File: config.mk
export PLATFORM = sky130hd
export DESIGN_NAME = imem_loader
export DESIGN_NICKNAME = d
export VERILOG_FILES = /design/src/rtl/imem_loader_pkg.sv /design/src/rtl/loader_timeout.sv /design/src/rtl/imem_loader.sv
export SDC_FILE = /design/constraint.sdc
export NUM_CORES = 1
export LEC_CHECK = 0
export ABC_AREA = 1
export CAP_MARGIN = 20
export CORE_MARGIN = 5
export CORE_UTILIZATION = 25
export DETAILED_ROUTE_END_ITERATION = 10
export GPL_TIMING_DRIVEN = 0
export SYNTH_ARGS = -nofsm -noshare
export SYNTH_HDL_FRONTEND = slang
export SYNTH_SLANG_ARGS = --single-unit
File: constraint.sdc
create_clock -name clk -period 3.9 [get_ports clk]
set_input_delay 0.585 -clock clk [delete_from_list [all_inputs] [get_ports clk]]
set_output_delay 0.585 -clock clk [all_outputs]
set_load 0.02 [all_outputs]
File: src/rtl/imem_loader_pkg.sv
// Shared types and helpers for the boot-time instruction memory loader.
// Frame layout: SYNC, LEN_LO, LEN_HI, N*4 payload bytes, XOR checksum.
package imem_loader_pkg;

    typedef enum logic [2:0] {
        ST_IDLE,
        ST_LEN_LO,
        ST_LEN_HI,
        ST_DATA,
        ST_CSUM,
        ST_DONE,
        ST_ERR
    } loader_state_e;

    localparam logic [7:0] SYNC_BYTE_DEFAULT = 8'hA5;
    localparam int         LEN_BYTES         = 2;

    // Word index to byte address of a 32-bit word.
    function automatic logic [31:0] word_bytes_to_addr(input logic [31:0] index);
        return index << 2;
    endfunction

endpackage

File: src/rtl/loader_timeout.sv
// Loadable down-counter: flags expiry after CYCLES consecutive enabled clocks
// with no reload in between.
module loader_timeout #(
    parameter int unsigned CYCLES = 1_000_000
) (
    input  logic clk,
    input  logic reset_n,
    input  logic reload,
    input  logic enable,
    output logic expired
);

    localparam int              CNT_W = $clog2(CYCLES + 1);
    localparam logic [CNT_W-1:0] LOAD = CNT_W'(CYCLES - 1);

    logic [CNT_W-1:0] count_q;

    // NOTE: sequential state uses non-blocking assignments so every register
    // samples its inputs from the same pre-edge values.
    always_ff @(posedge clk or negedge reset_n) begin
        if (!reset_n) begin
            count_q <= '0;
        end else if (reload) begin
            count_q <= LOAD;
        end else if (enable && count_q != '0) begin
            count_q <= count_q - CNT_W'(1);
        end
    end

    assign expired = enable && (count_q == '0);

endmodule

File: src/rtl/imem_loader.sv
// Boot loader: frames a UART byte stream, packs little-endian words into the
// instruction RAM write port and releases cpu_hold after a clean load.
module imem_loader
    import imem_loader_pkg::*;
#(
    parameter int          ADDR_W         = 12,
    parameter int          DEPTH          = 128,
    parameter logic [7:0]  SYNC_BYTE      = SYNC_BYTE_DEFAULT,
    parameter int unsigned TIMEOUT_CYCLES = 1_000_000
) (
    input  logic              clk,
    input  logic              reset_n,
    input  logic [7:0]        rx_data,
    input  logic              rx_valid,
    output logic              mem_we,
    output logic [ADDR_W-1:0] mem_addr,
    output logic [31:0]       mem_wdata,
    output logic              cpu_hold,
    output logic              load_done,
    output logic              load_error
);

    localparam int IDX_W = $clog2(DEPTH) + 1;
    localparam int LEN_W = 8 * LEN_BYTES;

    loader_state_e    state_q, state_d;
    logic [LEN_W-1:0] len_q;
    logic [IDX_W-1:0] index_q;
    logic [1:0]       lane_q;
    logic [23:0]      shift_q;
    logic [7:0]       csum_q;

    logic frame_start, take_len_lo, take_len_hi, take_data;
    logic set_done, set_error;
    logic tmo_reload, tmo_enable, tmo_expired;
    logic in_frame, len_too_long, len_zero, last_word;
    logic [LEN_W-1:0] len_full;

    assign in_frame = (state_q == ST_LEN_LO) || (state_q == ST_LEN_HI) ||
                      (state_q == ST_DATA)   || (state_q == ST_CSUM);

    assign len_full     = {rx_data, len_q[7:0]};
    assign len_too_long = len_full > LEN_W'(DEPTH);
    assign len_zero     = len_full == '0;
    assign last_word    = (LEN_W'(index_q) + LEN_W'(1)) == len_q;

    loader_timeout #(
        .CYCLES (TIMEOUT_CYCLES)
    ) u_timeout (
        .clk     (clk),
        .reset_n (reset_n),
        .reload  (tmo_reload),
        .enable  (tmo_enable),
        .expired (tmo_expired)
    );

    always_ff @(posedge clk or negedge reset_n) begin
        if (!reset_n) begin
            state_q <= ST_IDLE;
        end else begin
            state_q <= state_d;
        end
    end

    // NOTE: every signal written here gets a default first, so no path can
    // leave one unassigned and infer a latch.
    always_comb begin
        state_d     = state_q;
        frame_start = 1'b0;
        take_len_lo = 1'b0;
        take_len_hi = 1'b0;
        take_data   = 1'b0;
        set_done    = 1'b0;
        set_error   = 1'b0;
        tmo_reload  = 1'b0;
        tmo_enable  = 1'b0;

        unique case (state_q)
            ST_IDLE, ST_DONE, ST_ERR: begin
                if (rx_valid && rx_data == SYNC_BYTE) begin
                    state_d     = ST_LEN_LO;
                    frame_start = 1'b1;
                    tmo_reload  = 1'b1;
                end
            end
            ST_LEN_LO: begin
                if (rx_valid) begin
                    take_len_lo = 1'b1;
                    state_d     = ST_LEN_HI;
                end
            end
            ST_LEN_HI: begin
                if (rx_valid) begin
                    take_len_hi = 1'b1;
                    if (len_too_long) begin
                        state_d   = ST_ERR;
                        set_error = 1'b1;
                    end else if (len_zero) begin
                        state_d = ST_CSUM;
                    end else begin
                        state_d = ST_DATA;
                    end
                end
            end
            ST_DATA: begin
                if (rx_valid) begin
                    take_data = 1'b1;
                    if (lane_q == 2'd3 && last_word) begin
                        state_d = ST_CSUM;
                    end
                end
            end
            ST_CSUM: begin
                if (rx_valid) begin
                    if (rx_data == csum_q) begin
                        state_d  = ST_DONE;
                        set_done = 1'b1;
                    end else begin
                        state_d   = ST_ERR;
                        set_error = 1'b1;
                    end
                end
            end
            default: state_d = ST_IDLE;
        endcase

        // Inside a frame every byte restarts the idle window; silence counts down.
        if (in_frame) begin
            tmo_reload = rx_valid;
            tmo_enable = !rx_valid;
            if (tmo_expired) begin
                state_d   = ST_ERR;
                set_error = 1'b1;
            end
        end
    end

    always_ff @(posedge clk or negedge reset_n) begin
        if (!reset_n) begin
            len_q      <= '0;
            index_q    <= '0;
            lane_q     <= '0;
            shift_q    <= '0;
            csum_q     <= '0;
            mem_we     <= 1'b0;
            mem_addr   <= '0;
            mem_wdata  <= '0;
            cpu_hold   <= 1'b1;
            load_done  <= 1'b0;
            load_error <= 1'b0;
        end else begin
            mem_we <= 1'b0;

            if (frame_start) begin
                len_q      <= '0;
                index_q    <= '0;
                lane_q     <= '0;
                csum_q     <= '0;
                load_done  <= 1'b0;
                load_error <= 1'b0;
                cpu_hold   <= 1'b1;
            end

            if (take_len_lo) len_q[7:0]  <= rx_data;
            if (take_len_hi) len_q[15:8] <= rx_data;

            // Bytes enter at the top so byte 0 of the group lands in [7:0].
            if (take_data) begin
                csum_q <= csum_q ^ rx_data;
                lane_q <= lane_q + 2'd1;
                if (lane_q == 2'd3) begin
                    mem_we    <= 1'b1;
                    mem_addr  <= ADDR_W'(word_bytes_to_addr(32'(index_q)));
                    mem_wdata <= {rx_data, shift_q};
                    index_q   <= index_q + IDX_W'(1);
                end else begin
                    shift_q <= {rx_data, shift_q[23:8]};
                end
            end

            if (set_done) begin
                load_done <= 1'b1;
                cpu_hold  <= 1'b0;
            end
            if (set_error) begin
                load_error <= 1'b1;
                cpu_hold   <= 1'b1;
            end
        end
    end

endmodule
**After elaboration in Yosys (flattened, before gate mapping)**

Index checks and enable logic that the tools add are counted.

- Add/sub/neg operators: 4
- Order comparisons: 1
- Equality and inequality tests: 10
- Mux-type cells: 50
- Bitwise logic cells: 2
- Reduce and logical (&&, ||, !) cells: 22

Operators with widths:

| cell | count |
|---|---|
| 8-bit 2-to-1 mux | 7 |
| 20-bit 2-to-1 mux | 2 |
| 3-bit 2-to-1 mux | 10 |
| 1-bit 2-to-1 mux | 25 |
| 20-bit zero test | 1 |
| 20-bit nonzero test | 1 |
| 20-bit by 1-bit subtractor with 20-bit output, second input constant | 1 |
| 9-bit by 16-bit equality test with 1-bit output | 1 |
| 16-bit by 8-bit greater-than comparator with 1-bit output, second input constant | 1 |
| 16-bit zero test | 1 |
| 16-bit 2-to-1 mux | 1 |
| 3-bit case mux with 5 select lines | 1 |
| 2-bit nonzero test | 6 |
| 8-bit by 1-bit adder with 9-bit output, second input constant | 1 |
| 3-bit equality test, second input constant | 3 |
| 8-bit by 1-bit adder with 8-bit output, second input constant | 1 |
| 8-bit equality test | 1 |
| 8-bit equality test, second input constant | 1 |
| 8-bit bitwise XOR | 1 |
| 3-bit by 2-bit equality test with 1-bit output, second input constant | 2 |
| 2-bit 2-to-1 mux | 3 |
| 1-bit logical AND | 4 |
| 2-bit AND reduction | 2 |
| 3-bit by 1-bit equality test with 1-bit output, second input constant | 1 |
| 9 further kinds | 11 |

- Bits in registers: 125
- Input port bits: 11
- Logic and storage cells: 103

**Logic depth before layout (Yosys ltp)**

Gate-level depths: netlist (run 1).

- Depth in word-level cells: 9
- Gate-level depth with buffers: 13
- Depth with buffers taken out: 13

**Hierarchy**

A second synthesis (run 1) with hierarchy kept.

- Cells, all modules: 773
- Area total of the unflattened synthesis: 6198.4 µm²

Modules (own cells, without submodules):

| module | instances | cells an instance | area each (µm²) | seq. area each (µm²) |
|---|---|---|---|---|
| imem_loader | 1 | 561 | 4800.9 | 2628.8 |
| loader_timeout | 1 | 212 | 1397.6 | 500.5 |

**Worst setup path before layout (run 1)**

No wires, ideal clock.

- Path kind: input to register
- Start point: input rx_valid
- End point: register lane_q[1]
- Arrival time: 1.632 ns
- Setup slack: 2.147 ns
- Cell stages on the path: 7
- Cell sequence: buf_2 nand2_1 nor3_1 nand3_1 nor2_1 nor2_2 a22o_1

- Cells in the longest elaborated chain, start to end: 4
- Elaborated cells between the ends (all ways): 7
- Classes of those cells: mux (5); reduce/logical (2)

RTL lines:

| element | RTL line | RTL |
|---|---|---|
| start, declared | imem_loader.sv:14 | `input logic rx_valid,` |
| 1-bit logical AND | imem_loader.sv:80 | `if (rx_valid && rx_data == SYNC_BYTE) begin` |
| 1-bit 2-to-1 mux | imem_loader.sv:80 |  |
| 1-bit 2-to-1 mux | imem_loader.sv:78 | `unique case (state_q)` |
| 2-bit nonzero test (no source line) | n/a |  |
| end signal, assigned | imem_loader.sv:170 | `lane_q <= lane_q + 2'd1;` |
| end, declared | imem_loader.sv:29 | `logic [1:0] lane_q;` |

Several ways; a longest one is shown, not always the timed one.
A chain may end at the register's enable or synchronous reset.

**Worst setup path after layout (run 1)**

- Start point: input rx_data[5]
- End point: register lane_q[1]

- Cells in the longest elaborated chain, start to end: 5

RTL lines:

| element | RTL line | RTL |
|---|---|---|
| start, declared | imem_loader.sv:13 | `input logic [7:0] rx_data,` |
| 8-bit equality test | imem_loader.sv:80 |  |
| 1-bit logical AND | imem_loader.sv:80 |  |
| 1-bit 2-to-1 mux | imem_loader.sv:80 |  |
| 1-bit 2-to-1 mux | imem_loader.sv:78 |  |
| 2-bit nonzero test (no source line) | n/a |  |

No other way between the ends.

==> results of run 1 <==
==> per-stage QoR <==
step                setup WS [ns]  instance area [sq um]  power [W]
floorplan                    2.15                   5840    0.00180
detailed placement           1.16                   6800    0.00194
finish                       1.59                   7360    0.00343
CTS                          1.60                   7360    0.00347
global placement            -2.88                   6770    0.00192
global route                 1.35                   7360    0.00361
==> path summary, 6_finish.rpt <==
| kind | startpoint | endpoint | slack, ns | depth (start not counted) |
|---|---|---|---|---|
| worst max register to register | state_q[0]$_DFF_PN0_ | lane_q[1]$_DFFE_PN0P_ | 1.95 | 7 |
| worst max-delay path | rx_data[5] | lane_q[1]$_DFFE_PN0P_ | 1.59 | 7 |
| worst min register to register | mem_wdata[0]$_DFFE_PN0P_ | mem_wdata[0]$_DFFE_PN0P_ | 0.47 | 2 |
| worst min-delay path | reset_n | u_timeout.count_q[12]$_DFFE_PN0P_ | 0.12 | 1 |
| max in group asynchronous | reset_n | len_q[12]$_DFFE_PN0P_ | 3.02 | 2 |
| min in group clk | mem_wdata[0]$_DFFE_PN0P_ | mem_wdata[0]$_DFFE_PN0P_ | 0.47 | 2 |
==> kinds of logic after synthesis <==
kind of cell / after synthesis
other cells: 1
flops: 125
compound gates: 126
simple gates: 334
xor+xnor: 11
fa+ha+maj: 3
buf+inv: 101
==> registers in the layout, indices dropped and copies added (netlist names), 3 cells and up <==
| name | flops |
|---|---|
| u_timeout.count_q | 20 |
| len_q | 16 |
| state_q | 3 |
| mem_wdata | 32 |
| index_q | 8 |
| csum_q | 8 |
| mem_addr | 8 |
| shift_q | 24 |
==> cell type report <==
class,count,area share
repair buffers,54,0.0760
inverters,78,0.0405
clock buffers,19,0.0588
multi-input cells,478,0.311
plain buffers,23,0.0173
well taps,313,0.0532
clock inverters,13,0.0179
flip-flops and latches,125,0.425
==> placed cells by master, fill, tap and decap left out, drive strengths merged, types with 2 or more instances in the layout <==
cell / count
nand3: 52
a21oi: 18
ha: 3
nor3: 9
xor2: 3
dfrtp: 124
o21ai: 94
buf: 22
clkinvlp: 2
conb: 4
clkinv: 5
inv: 83
o22ai: 9
clkbuf: 22
nand3b: 2
xnor2: 8
o31ai: 4
nand2: 197
clkdlybuf4s50: 52
nand4: 7
nor2: 66
==> critical path: stages <==
cell,delay [ns]
clkdlybuf4s50_1,0.49
inv_1,0.18
nor3_4,0.27
nand3_1,0.14
nor2_1,0.50
nor2_2,0.22
a22o_1,0.24
==> metal layers <==
metal  share of wire  vias up  wire [um]  track usage
met2            0.48       62       6750        0.187
met5          0.0020        -         28            0
met1            0.46     2253       6540        0.140
li1                -     2431          -            -
met3           0.044       19        626       0.0286
met4           0.012        6        174       0.0389
==> power by group <==
part | switching [W] | internal, W | leakage (nW) | total [W]
registers | 0.0000720 | 0.00140 | 1.61 | 0.00147
logic | 0.000281 | 0.000157 | 1.50 | 0.000438
clock network | 0.000631 | 0.000891 | 0.271 | 0.00152
==> flow_summary.yaml, run 1 <==
die:
  num_rows: 55
  die_y_um: 163
  pin_count: 59
  core_area_sq_mm: 0.0228
  initial_core_util: 0.256
  die_w_um: 163
  die_area_sq_mm: 0.0265
grt:
  grt_max_degree: 71
  grt_pass1_vias: 4798
  antenna_found_initial: 3
  grt.total_usage: 0.112
  grt_overflow: 0
  grt_pass1_wl_um: 23900
yosys:
  synth_compound_area_frac: 0.113
  yosys.area.top_type: "dfrtp_1"
  synth_area_sq_mm: 0.00583
  syn_area_per_cell_sq_um: 8.32
  synthFlopType: "dfrtp_1"
  synth_top_family_by_area: "simple AND/OR/NAND/NOR gates"
  yosys.area_share.simple: 0.254
  synth_xor_area_frac: 0.0165
  synthMuxAreaShare: 0
  yosysTopAreaCellShare: 0.532
  yosys_register_bits: 125
  syn_inst: 701
  async_reset_ff_frac: 1.00
  yosys.cell_count.top_type: "nand2_1"
  post_synth_num_cell_types: 34
  synthTopCellsByArea: "dfrtp_1, nand2_1, inv_1, o21ai_0, nand3_1"
  yosys_warnings: 0
  synthAdderAreaFrac: 0.00644
  synth_edf_count: 0
  synth_commonest_cells: "nand2_1, dfrtp_1, inv_1"
  ys_seq_area_frac: 0.536
clocking:
  cts_resized: 0
  clk_pin_slew_ns: 0.06
  cts_tree: "built"
  cts_buffer_depth: 2
  cts_sinks: 125
  clk_latency_ns: 0.42
  post-cts-setup-buffer-count: 0
  htree_levels: 4
  cts_made_buffers: 17
  cts-root-buf: "clkbuf_16"
  ctsHoldBuffers: 0
routing:
  avgRoutedWirePerCell_um: 12.8
  post-route-drc-count: 0
  wl_um: 14100
  routed_via_density: 4.33
  first_pass_iters: 5
  drt-initial-drc-count: 272
  vias: 4771
  ant_nets: 0
sta:
  skew_ns: 0.00971
  slew_headroom: 0.582
  finalMaxSlewViolations: 0
  fmax_mhz: 432
  final_hold_viol_count: 0
  rsz0062_at_grt: "false"
  period_minus_slack_ns: 2.31
  finalSetupViolCount: 0
  setup_tns_ns: 0
  tightest_slew_ns: 0.625
  hold_slack_ns: 0.118
  period_share: 0.593
pwr:
  p_per_area_mw_per_mm2: 467
  p_leak_nw: 3.38
  peakVddDrop_mv: 0.228
worst_setup_path:
  cp-start-kind: "input port"
  cp.required_ns: 4.21
  critPathKind: "input port to flip-flop"
  arrival_ns: 2.62
  crit_fanout: 10
  worst_setup_path_end_kind: "flip-flop"
cells_and_area:
  multiInputGateArea_sq_mm: 0.00229
  drive_gt1_frac: 0.0949
  fillCellCount: 2403
  final_nets: 791
  instances_no_fill: 1103
  n_antenna_cell: 0
  syn_to_final_growth_pct: 26.2
  final-seq-area_sq_mm: 0.00313
  post-route-util: 0.323
worst_hold_path:
  min_path_type: "input port to asynchronous set/reset pin"
placement:
  post-dp-hpwl_um: 10100
  numPlacedInstances: 1071
  io_buffers: 53
  globalplace.congestion: 0.779
run:
  cap_violations: 0
run_status:
  outcome: "completed"
No activity file was read; power rests on OpenSTA's default activity.
==> run 2, diff against run 1 <==
Clock period 3.9 ns to 2.2 ns, I/O delays scaled along.
==> flow_summary.yaml, run 2 (synthesized netlist as in run 1, its figures left out) <==
clocking:
  cts_buffer_depth: 2
  cts_made_buffers: 17
  post-cts-setup-buffer-count: 0
  cts_tree: "built"
  htree_levels: 4
  clk_pin_slew_ns: 0.06
  cts-root-buf: "clkbuf_16"
  clk_latency_ns: 0.42
  cts_sinks: 125
grt:
  grt_max_degree: 71
  grt_overflow: 0
  antenna_found_initial: 3
  grt_pass1_wl_um: 23900
  grt.total_usage: 0.112
  grt_pass1_vias: 4792
pwr:
  p_total_w: 0.00609
  peakVddDrop_mv: 0.402
  p_per_area_mw_per_mm2: 825
  p_leak_nw: 3.39
run:
  cap_violations: 0
worst_setup_path:
  worst_setup_path_end_kind: "flip-flop"
  reg2reg_depth: 12
  crit_path_start: "rx_data[3]"
  critPathKind: "input port to flip-flop"
  r2r_end: "state_q[0]$_DFF_PN0_"
  crit_fanout: 10
  reg2reg_setup_slack_ns: 0.29
  cp.required_ns: 2.50
  r2r_start: "index_q[0]$_DFF_PN0_"
  cp-start-kind: "input port"
  arrival_ns: 2.25
sta:
  hold_slack_ns: 0.366
  slew_headroom: 0.631
  finalMaxSlewViolations: 0
  final_hold_viol_count: 0
  worst_slack_ns: 0.246
  period_share: 0.888
  period_minus_slack_ns: 1.95
  rsz0062_at_grt: "false"
  finalSetupViolCount: 0
  tightest_slew_ns: 0.553
  fmax_mhz: 512
  skew_ns: 0.00819
  setup_tns_ns: 0
routing:
  ant_nets: 0
  avgRoutedWirePerCell_um: 12.8
  post-route-drc-count: 0
  wl_um: 14100
  vias: 4769
  first_pass_iters: 5
  drt-initial-drc-count: 279
  routed_via_density: 4.32
die:
  die_area_sq_mm: 0.0265
  initial_core_util: 0.256
  num_rows: 55
  die_y_um: 163
  pin_count: 59
  core_area_sq_mm: 0.0228
  die_w_um: 163
placement:
  dpl_worst_slack_ns: -0.280
  globalplace.congestion: 0.779
  io_buffers: 53
  post-dp-hpwl_um: 10100
worst_hold_path:
  hp-start: "rx_valid"
  hold_path_end: "state_q[1]$_DFF_PN0_"
  hold_depth: 4
  min_path_type: "input port to flip-flop"
cells_and_area:
  mostFrequentLayoutCells: "nand2_1, dfrtp_1, inv_1, nor2_1, o21ai_0"
  n_antenna_cell: 0
  final_common_cell: "nand2_1"
  syn_to_final_growth_pct: 26.4
  drive_gt1_frac: 0.0961
  final_nets: 792
  post-route-util: 0.324
  largest_register_ffs: 32
  largest-register: "mem_wdata"
  reg_top3: "mem_wdata x32, shift_q x24, u_timeout.count_q x20"
run_status:
  outcome: "completed"
-- run 2: changes by cell type in the layout (fill, tap and decap cells not counted) --
cell,delta
nor2_2,+1
nor2_1,-1
dlygate4sd3_1,+1
-- run 2: where the power goes --
group,switching [W],internal [W]
logic,0.000499,0.000279
clock network,0.00112,0.00158
registers,0.000128,0.00248
total,0.00174,0.00434
-- run 2: metrics by stage --
step,instances,cell area [sq um]
after floorplan,704,5840
after global placement,1070,6770
after detailed placement,1071,6800
after CTS,1104,7370
after global routing,1104,7370
final,1104,7370
-- run 2: worst max-delay path by stage --
stage	to	slack (ns)	depth (start not counted)
2_1_floorplan	u_timeout.count_q[7]$_DFFE_PN0P_	0.57	11
3_3_place_gp	mem_wdata[4]$_DFFE_PN0P_	-4.33	1
3_5_place_dp	lane_q[1]$_DFFE_PN0P_	-0.28	8
4_1_cts	lane_q[1]$_DFFE_PN0P_	0.16	8
5_1_grt	state_q[1]$_DFF_PN0_	0.03	12
6_report	u_timeout.count_q[8]$_DFFE_PN0P_	0.25	10
-- run 2: cell type report --
cell class | instances | area [sq um]
Buffer | 23 | 128
Clock buffer | 19 | 433
Clock inverter | 13 | 131
Fill cell | 2401 | 15400
Inverter | 78 | 298
Multi-Input combinational cell | 478 | 2290
Sequential cell | 125 | 3130
Tap cell | 313 | 392
Timing Repair Buffer | 55 | 569
-- run 2: critical path: stages --
cell	delay, ns
clkdlybuf4s50_1	0.49
inv_1	0.26
nand4_1	0.14
nor2_1	0.20
nand4_4	0.19
o21ai_2	0.26
inv_2	0.09
buf_6	0.16
o21ai_1	0.07
a21oi_1	0.05
-- run 2: routing by layer --
layer | part of all wire | up-vias | track usage | wire [um]
li1 | - | 2434 | - | -
met1 | 0.46 | 2242 | 0.140 | 6470
met2 | 0.48 | 67 | 0.187 | 6760
met3 | 0.048 | 20 | 0.0286 | 670
met4 | 0.012 | 6 | 0.0389 | 173
met5 | 0.0020 | - | 0 | 28
-- run 2: what timing repair did --
action                                 in CTS  in global routing
setup endpoints to repair                   0                 10
endpoints found under the hold margin      55                  0
resized for setup                           0                  1
hold buffers                                1                  0
==> run 3, diff against run 2 <==
Settings changed: CAP_MARGIN 20 to 15.
==> results of run 3 <==
The final DEF is identical to that of run 2; final timing and power are the same.
